<file path="src/rtl/single_multi_add_sub.sv">
// Three-stage multi-operand binary32 adder/subtractor: align to the largest exponent,
// sum in one wide two's-complement accumulator, then normalise and pack with truncation.
module single_multi_add_sub #(
    parameter int N_TERMS    = 3,
    parameter int GUARD_BITS = 15
) (
    input  logic                   clk,
    input  logic                   reset,
    input  logic                   in_valid,
    input  logic [32*N_TERMS-1:0]  x,
    input  logic [N_TERMS-1:0]     sub_mask,
    output logic                   out_valid,
    output logic [31:0]            d
);

    localparam int W  = 26 + GUARD_BITS + $clog2(N_TERMS);
    localparam int PW = $clog2(W);

    // ---------------- Stage 1: align ----------------
    logic [7:0]          max_exp_next;
    logic [N_TERMS-1:0]  nan_bits;
    logic signed [W-1:0] term_next [N_TERMS];

    // Zero-exponent terms can never raise the maximum, so flushing falls out naturally.
    always_comb begin
        max_exp_next = '0;
        for (int i = 0; i < N_TERMS; i++) begin
            if (x[32*i+23 +: 8] > max_exp_next) begin
                max_exp_next = x[32*i+23 +: 8];
            end
        end
    end

    for (genvar gi = 0; gi < N_TERMS; gi++) begin : g_align
        logic [7:0]  exp_i;
        logic [22:0] mant_i;
        logic [7:0]  shift_i;
        logic [W-1:0] mag_i;

        assign exp_i   = x[32*gi+30 -: 8];
        assign mant_i  = x[32*gi+22 -: 23];
        assign shift_i = max_exp_next - exp_i;
        // Shifts of W or more naturally leave zero; bits falling off the bottom are truncated.
        assign mag_i   = (exp_i == 8'd0) ? '0
                       : ((W'({1'b1, mant_i}) << GUARD_BITS) >> shift_i);
        assign nan_bits[gi]  = (exp_i == 8'hFF);
        assign term_next[gi] = (x[32*gi+31] ^ sub_mask[gi]) ? -$signed(mag_i)
                                                           : $signed(mag_i);
    end

    logic signed [W-1:0] term_reg [N_TERMS];
    logic [7:0]          max_exp1_reg;
    logic                nan1_reg;
    logic                valid1_reg;

    always_ff @(posedge clk) begin
        for (int i = 0; i < N_TERMS; i++) begin
            term_reg[i] <= term_next[i];
        end
        max_exp1_reg <= max_exp_next;
        nan1_reg     <= |nan_bits;
    end

    // ---------------- Stage 2: sum ----------------
    logic signed [W-1:0] sum_next;

    always_comb begin
        sum_next = '0;
        for (int i = 0; i < N_TERMS; i++) begin
            sum_next = sum_next + term_reg[i];
        end
    end

    logic signed [W-1:0] sum_reg;
    logic [7:0]          max_exp2_reg;
    logic                nan2_reg;
    logic                valid2_reg;

    always_ff @(posedge clk) begin
        sum_reg      <= sum_next;
        max_exp2_reg <= max_exp1_reg;
        nan2_reg     <= nan1_reg;
    end

    // ---------------- Stage 3: normalise / pack ----------------
    logic [W-1:0]  abs_val;
    logic [PW-1:0] lead;
    logic [11:0]   e_val;
    logic [W-1:0]  norm;
    logic [31:0]   result;

    always_comb begin
        abs_val = sum_reg[W-1] ? -sum_reg : sum_reg;
        lead    = '0;
        for (int i = 0; i < W; i++) begin
            if (abs_val[i]) begin
                lead = PW'(i);
            end
        end
        // 12-bit wrap-around arithmetic; bit 11 doubles as the sign of the exponent.
        e_val  = 12'(max_exp2_reg) + 12'(lead) - 12'(23 + GUARD_BITS);
        norm   = abs_val << (PW'(W - 1) - lead);
        result = {sum_reg[W-1], e_val[7:0], 23'(norm >> (W - 24))};
        if (nan2_reg) begin
            result = 32'h7FC0_0000;
        end else if (abs_val == '0) begin
            result = 32'h0;
        end else if (e_val[11] || (e_val == 12'd0)) begin
            result = 32'h0;
        end else if (e_val >= 12'd255) begin
            result = {sum_reg[W-1], 8'hFF, 23'h0};
        end
    end

    // Valid chain and output register; d is held at zero whenever out_valid is low.
    always_ff @(posedge clk) begin
        if (reset) begin
            valid1_reg <= 1'b0;
            valid2_reg <= 1'b0;
            out_valid  <= 1'b0;
            d          <= 32'h0;
        end else begin
            valid1_reg <= in_valid;
            valid2_reg <= valid1_reg;
            out_valid  <= valid2_reg;
            d          <= valid2_reg ? result : 32'h0;
        end
    end

endmodule

</file>
<file path="config.mk">
export PLATFORM = sky130hd
export DESIGN_NAME = single_multi_add_sub
export DESIGN_NICKNAME = d
export VERILOG_FILES = /design/src/rtl/single_multi_add_sub.sv
export SDC_FILE = /design/constraint.sdc
export NUM_CORES = 1
export LEC_CHECK = 0
export CORE_MARGIN = 4
export CORE_UTILIZATION = 45
export CTS_BUF_LIST = sky130_fd_sc_hd__clkbuf_8
export DETAILED_ROUTE_END_ITERATION = 7
export MAX_ROUTING_LAYER = met4
export PLACE_DENSITY = 0.68
export REMOVE_ABC_BUFFERS = 1
export SETUP_SLACK_MARGIN = 0.2
export SYNTH_ARGS = -nofsm -noshare
export SYNTH_HDL_FRONTEND = slang
export SYNTH_SLANG_ARGS = --single-unit
export TNS_END_PERCENT = 100
</file>
<file path="constraint.sdc">
create_clock -name clk -period 10 [get_ports clk]
set_input_delay 1.5 -clock clk [delete_from_list [all_inputs] [get_ports clk]]
set_output_delay 1.5 -clock clk [all_outputs]
set_load 0.005 [all_outputs]
</file>
* Word-level counts from Yosys, hierarchy flattened *
Memories as Yosys holds them, arrays and structs flattened.
Cells that the tools add are included.

word-level totals
  logic and storage cells = 105
  RAM bits = 129
  memories kept = 1
  input bits = 102
  flip-flop bits (word level) = 96

operators by class
  equality and inequality tests = 3
  shift operators = 4
  bitwise logic cells = 4
  multiplexer cells = 56
  reduce and logical (&&, ||, !) cells = 10
  $lt $le $gt $ge = 4
  add/sub/neg operators = 12

memory list
  name      words  width  read ports  clocked after memory_dff  write ports  RTL line  text
  term_reg  3      43     3           0                         3            51        logic signed [W-1:0] term_reg [N_TERMS];

operator list
  cell                                                                                  number
  43-bit two-way mux                                                                    7
  6-bit two-way mux                                                                     37
  43-bit negator                                                                        4
  39-bit by 8-bit >> shifter with 43-bit output                                         3
  31-bit two-way mux                                                                    4
  43-bit adder                                                                          2
  43-bit logical NOT                                                                    1
  43-bit by 6-bit << shifter with 42-bit output                                         1
  8-bit == test, second input constant                                                  3
  8-bit logical NOT                                                                     3
  8-bit two-way mux                                                                     3
  8-bit subtractor                                                                      3
  8-bit > comparator                                                                    2
  12-bit by 8-bit greater-or-equal comparator with 1-bit output, second input constant  1
  12-bit logical NOT                                                                    1
  9-bit by 6-bit subtractor with 10-bit output, second input constant                   1
  8-bit by 6-bit adder with 9-bit output                                                1
  8-bit by 1-bit > comparator with 1-bit output, second input constant                  1
  3-bit two-way mux                                                                     2
  6-bit OR reduction                                                                    1
  6-bit subtractor, first input constant                                                1
  5-bit OR reduction                                                                    1
  2-bit two-way mux                                                                     2
  3-bit OR reduction                                                                    1
  other kinds (5)                                                                       7

* Longest topological paths before layout *
Gate-level depths: netlist of the first run.

  word-level depth = 51
  depth in mapped cells = 37
  mapped depth without buffers = 31

* Worst setup path after synthesis of the first run *
No wires, ideal clock.

  path type = input to register
  start = input x[29]
  end = memory term_reg[0][68] (netlist bit)
  arrival time = 8.902 ns
  buffers on the path = 8
  data required time = 9.878 ns
  cell stages on the path = 35
  path slack = 0.976 ns
  cells stage by stage = inv_1 > ha_1 > a21o_1 > a21oi_1 > o2111a_1 > or2_1 > clkbuf_1 > clkbuf_1 > nor2_1 > a21oi_1 > ha_1 > a21o_1 > a21oi_1 > o2111a_1 > or2_2 > clkbuf_1 > clkbuf_1 > a21oi_1 > fa_1 > buf_2 > buf_2 > buf_1 > nand2_1 > o21ai_0 > nor2_1 > nor2_2 > mux2i_1 > o21ai_0 > and2_1 > a21oi_1 > or3_1 > buf_2 > nor4_1 > nor3_1 > a311o_1

RTL lines
  item                RTL line  text
  start: declaration  10        input logic [32*N_TERMS-1:0] x,
  end: declaration    51

==> results of run 1 <==
## worst paths after layout
check                                from                 endpoint  slack (ns)
hold reg to reg   max_exp1_reg[2]$_DFF_P_  max_exp2_reg[2]$_DFF_P_        0.32
setup reg to reg       sum_reg[0]$_DFF_P_         d[13]$_SDFF_PP0_        1.73
setup / recovery                    x[29]  term_reg[0][57]$_DFF_P_        0.71
hold / removal    max_exp1_reg[2]$_DFF_P_  max_exp2_reg[2]$_DFF_P_        0.32
## final cells by class
type | instances | area share [%]
multi-input cells | 2473 | 67.0
flip-flops and latches | 225 | 16.5
repair buffers | 263 | 8.52
well taps | 688 | 3.16
clock buffers | 52 | 2.63
inverters | 104 | 1.45
clock inverters | 19 | 0.698
diodes | 1 | 0.00918
## metal layers
metal / vias to the layer above / global-route usage [%] / wire (um)
li1: 11300 / - / -
met1: 11300 / 35.2 / 34100
met2: 971 / 46.2 / 37900
met3: 209 / 3.68 / 5180
met4: 0 / 14.9 / 4900
met5: - / - / 0
## worst max-delay path: cells and delay by family
| kind | cells | cell delay [ns] |
|---|---|---|
| AOI/OAI and AO/OA | 12 | 2.39 |
| and+or+nand+nor | 7 | 2.04 |
| adders and majority gates | 4 | 1.65 |
| muxes | 3 | 0.77 |
| xor gates and xnor gates | 1 | 0.17 |
| buffers and inverters | 5 | 1.25 |
## timing repair
action | CTS | global route
hold endpoints to repair | 0 | 0
endpoints found under the setup margin | 0 | 66
buffers inserted | 0 | 1
resized for setup | 0 | 11
## cell families after synthesis
group,synth area share [%]
AOI/OAI and AO/OA,22.3
buffers and inverters,5.12
muxes,15.0
xor gates and xnor gates,7.28
and+or+nand+nor,22.2
adders and majority gates,9.11
DFF,18.9
## per-stage QoR
| step | setup WS (ns) | utilization, % |
|---|---|---|
| after floorplan | 0.629 | - |
| after global placement | 0.0139 | 50.1 |
| after detailed placement | -0.109 | 50.1 |
| after CTS | 0.465 | 51.9 |
| after global routing | 0.164 | 52.0 |
| final | 0.713 | 52.0 |
## cells in the mapped netlist, types with 14 or more instances
cell type / number
nand2_1: 301
nor2_1: 283
dfxtp_1: 225
a21oi_1: 196
o21ai_0: 175
mux2i_1: 173
clkbuf_1: 113
inv_1: 102
xnor2_1: 100
ha_1: 98
nor3_1: 89
xor2_1: 84
nand3_1: 68
mux2_2: 56
fa_1: 47
mux4_2: 46
nand4_1: 44
a21o_1: 42
buf_2: 42
a31oi_1: 40
nor2b_1: 34
nor4_1: 33
and3_1: 32
a211oi_1: 29
nand2b_1: 28
o22ai_1: 28
o211ai_1: 27
o31ai_1: 26
o21a_1: 23
or3_1: 22
and2_1: 21
buf_1: 19
or2_2: 16
a22oi_1: 15
a41oi_1: 14
o41ai_1: 14
or4_1: 14
## cell usage in the layout (no fill, tap or decap), types with 14 or more instances in the layout
master	instances
or3_1	22
or2_2	17
a31oi_1	40
clkdlybuf4s50_1	134
a21oi_1	194
ha_1	98
nor4_1	32
clkbuf_8	52
nor2b_1	34
o22ai_1	28
fa_1	46
a41oi_1	14
mux2i_1	172
and2_1	21
a21o_1	42
o41ai_1	14
o21a_1	23
nand2b_1	28
nand3_1	68
nand4_1	44
o31ai_1	26
o21ai_0	173
buf_4	128
nor2_1	283
a22oi_1	15
nand2_1	300
mux2_2	56
nor3_1	89
or4_1	14
o211ai_1	27
mux4_2	46
inv_1	110
a211oi_1	29
dfxtp_1	224
and3_1	31
xnor2_1	90
xor2_1	77
==> results.md, run 1 <==
- Status: completed
- Asr flop ratio synth: 0%
- Arrival time at the worst endpoint: 9.77 ns
- Clk root buf: clkbuf_8
- Worst r2r path cells: 28
- Total of max-cap violations: 0
- Critical Path Max Stage Delay: 0.62 ns
- Rel. slew slack: 20.9%
- Setup crit start kind: primary input
- Sequential area share after synthesis: 18.9%
- HPWL after DPL: 66.6 mm
- Post-route ant nets: 0
- Worst Path Required: 10.49 ns
- GRT overflow: 0
- Reg clk slew, reported paths: 0.07 ns
- Post-layout nets: 3355
- TNS Setup: 0 ns
- Register area: 4510 um^2
- F_max: 108 MHz
- Finished Layout Cells: 3825
- Fill cells: 4927
- Finished Cell Area: 27300 um^2
- Antenna violations before repair: 5
- Clock skew: 0.0255 ns
- Tot GR Track Use: 28.7%
- Vias per cell: 6.21
- Pin count of the biggest net entering global routing: 38
- Number of buffers created by CTS: 41
- Hold Path Stages: 0
- Most used cell along the critical path: a21oi_1
- Yosys warning count: 0
- Main area contributors after synthesis: dfxtp_1 (19%), mux2i_1 (7.3%), ha_1 (5.2%), nand2_1 (4.7%), nor2_1 (4.5%)
- Initial core utilization: 45.4%
- Initial DRC Count: 2235
- Post-synth EDFFs: 0
- FF+latch count, synth: 225
- Gate Count Post-Synth: 2987
- Placed standard-cell area: 26300 um^2
- Tcrit/Tclk final: 92.9%
- Primary FF master, synth: dfxtp_1
- Dominant cell type by area after synthesis: dfxtp_1
- Min Clock Period, post-route: 9.29 ns
- Max reg flops: 129
- Post-Place Cells: 3752
- CP Capture Type: register
- Worst Max-Slew Pin Slew: 1.19 ns
- Hold Violations, Final: 0
- Crit path kind: in2reg
- First-pass GRT wire length: 127 mm
- Share of cells above drive strength 1: 12.5%
- Clk_lat worst skew: 0.61 ns
- Buffers added on ports: 134
- Endpoints failing setup: 0
- H-tree level count: 2
- CTS tree: done
- Share of the synthesized area in the top cell type: 18.9%
- Multi-input gate area: 18300 um^2
- Post-CTS Hold Buffers: 0
- I/O pin total: 135
- RSZ-0062 raised after global routing: yes
- Hold Crit Class: reg2reg
- Number of global-route vias before repair: 22900
- Crit Path Max Fanout: 17
- Total wire length: 82.0 mm
- Hold slack: 0.320 ns
- Die Y-Extent: 238 um
- WL per Instance: 21.4 um
- GPL Wtd Cong: 1.07
- Core Box Area: 52400 um^2
- DR pass1 iterations: 6
- Clock Tree Buf Depth: 3
- Die width: 238 um
- P&R area growth vs syn: 14.6%
- Final Max Slew Viols: 0
- # DRC: 0
- Cell variety after synth: 117
- TritonCTS Sinks: 225
- Synthesized area: 23800 um^2
- Syn Area/Cell: 7.96 um^2
- Crit-path slowest cell: fa_2
- FP Rows: 84
- Die area: 56600 um^2
- Vias: 23800
Power of run 1 is not shown: default switching activity piles up to over one toggle a cycle in this logic, so the estimate is an artifact.
==> run 2, diff against run 1 <==
CORE_UTILIZATION = 55   (was 45)
PLACE_DENSITY = 0.79   (was 0.68)
==> run 2 against run 1 <==
  * Sequential share of layout area barely moved
  * Largest cell class unchanged
  * Routed wire length is 6.3% higher
  * First-iteration DRC count is 27% higher
  * Critical path depth grew 3
  * Sequential cell count did not move
  * Fmax up 1.6%
  * Utilization rose by 13 points
  * Highest routed layer unchanged
  * Via count rose by 3.2%
==> results.md, run 2 (synthesized netlist as in run 1, its figures left out) <==
- Status: completed
- Number of buffers created by CTS: 39 (-4.9%)
- Most frequent cells in the layout: nand2_1 (301), nor2_1 (283), dfxtp_1 (224)
- TNS Setup: 0 ns (unchanged)
- HPWL after DPL: 70.9 mm (+6.4%)
- Critical Path Max Stage Delay: 0.58 ns (-0.04 ns)
- Arrival time at the worst endpoint: 9.71 ns (-0.06 ns)
- Setup crit start kind: primary input
- Met1 usage: 46.0% (+11 points)
- Endpoints failing setup: 0 (unchanged)
- GRT overflow: 0 (unchanged)
- Die width: 216 um (-9.2%)
- RSZ-0062 raised after global routing: no
- F_max: 109 MHz (+1.6%)
- Tot GR Track Use: 36.8% (+8.2 points)
- Reg clk slew, reported paths: 0.09 ns (+0.02 ns)
- P&R area growth vs syn: 14.7%
- Initial DRC Count: 2836 (+27%)
- Post-layout nets: 3383 (+0.83%)
- Core Box Area: 42300 um^2 (-19%)
- Vias: 24500 (+3.2%)
- I/O pin total: 135 (unchanged)
- Initial core utilization: 56.2% (+11 points)
- DR pass1 iterations: 8 (+2)
- Total of max-cap violations: 0 (unchanged)
- H-tree level count: 2 (unchanged)
- Rel. slew slack: 20.6% (-0.28 points)
- Die area: 46600 um^2 (-18%)
- Pre-CTS WS: 0.364 ns (+0.474 ns)
- Worst setup margin: 0.857 ns (+0.144 ns)
- Met3 GRT Util: 5.88% (+2.2 points)
- Final Max Slew Viols: 0 (unchanged)
- Hold Violations, Final: 0 (unchanged)
- WL per Instance: 23.3 um (+8.6%)
- Post-route ant nets: 0 (unchanged)
- Worst Max-Slew Pin Slew: 1.19 ns (-0.000312 ns)
- CP Capture Type: register
- Finished Cell Area: 27300 um^2 (+0.15%)
- Post-Place Cells: 3672 (-2.1%)
- Antenna violations before repair: 3 (-2)
- Commonest non-fill, non-tap cell in the layout: nand2_1
- Clock skew: 0.0365 ns (+0.0110 ns)
- Clk root buf: clkbuf_8
- Finished Layout Cells: 3744 (-2.1%)
- Pin count of the biggest net entering global routing: 50 (+32%)
- Gr busiest metal: met2
- Total wire length: 87.2 mm (+6.3%)
- First-pass GRT wire length: 134 mm (+5.3%)
- GPL Wtd Cong: 1.04 (-2.5%)
- FP Rows: 75 (-11%)
- Crit-path slowest cell: clkdlybuf4s50_1
- CTS tree: done
- Max reg flops: 129 (unchanged)
- Placed standard-cell area: 26500 um^2 (+0.70%)
- Min Clock Period, post-route: 9.14 ns (-0.144 ns)
- Met2 Use GR: 58.7% (+12 points)
- Fill cells: 3657 (-26%)
- Post-CTS Hold Buffers: 0 (unchanged)
- Clock Tree Buf Depth: 3 (unchanged)
- Crit Path Max Fanout: 33 (+16)
- TritonCTS Sinks: 225 (unchanged)
- Buffers added on ports: 134 (unchanged)
- Number of global-route vias before repair: 23300 (+1.8%)
- Tcrit/Tclk final: 91.4% (-1.4 points)
- Vias per cell: 6.55 (+5.4%)
- Crit path kind: in2reg
- Clk_lat worst skew: 0.60 ns (about the same)
- Share of cells above drive strength 1: 13.0% (+0.49 points)
- Die Y-Extent: 216 um (-9.2%)
- Hold Crit Class: reg2reg
- Worst Path Required: 10.57 ns (+0.08 ns)
- # DRC: 0 (unchanged)
- R2R setup slack: 1.43 ns (-0.30 ns)
run 2: per-layer routing:
layer | share of wire (%) | wire length [um]
met1 | 40 | 34900
met2 | 46 | 40100
met3 | 8.6 | 7490
met4 | 5.5 | 4750
met5 | 0 | 0
run 2: metrics by stage:
step / util (%) / hold slack, ns
3_5_place_dp: 62.6 / 0.312
3_3_place_gp: 62.6 / 0.311
6_report: 64.5 / 0.324
5_1_grt: 64.5 / 0.328
2_1_floorplan: - / 0.310
4_1_cts: 64.5 / 0.327
run 2: final cells by class:
cell class	count	area (um^2)	area share, %
Antenna cell	3	7.51	0.0275
Clock buffer	44	606	2.22
Clock inverter	25	206	0.756
Inverter	104	395	1.45
Multi-Input combinational cell	2473	18200	66.7
Sequential cell	225	4510	16.5
Tap cell	577	722	2.64
Timing Repair Buffer	293	2640	9.65
run 2: worst max-delay path: cells and delay by family:
kind | cells | cell delay (ns)
compound gates | 13 | 2.98
fa+ha+maj | 3 | 1.11
buf+inv | 9 | 2.16
mux | 1 | 0.37
simple gates | 9 | 1.59
run 2: final timing paths:
path | startpoint | cells after the start | endpoint
setup / recovery | x[29] | 35 | term_reg[0][33]$_DFF_P_
hold / removal | max_exp1_reg[6]$_DFF_P_ | 0 | max_exp2_reg[6]$_DFF_P_
setup reg to reg | sum_reg[0]$_DFF_P_ | 27 | d[14]$_SDFF_PP0_
hold reg to reg | max_exp1_reg[6]$_DFF_P_ | 0 | max_exp2_reg[6]$_DFF_P_
run 2: repair_timing:
action,4_1_cts,5_1_grt
setup buffers,0,0
endpoints found under the setup margin,0,2
gates resized for setup,0,1
Power of run 2 is left out for the same reason.
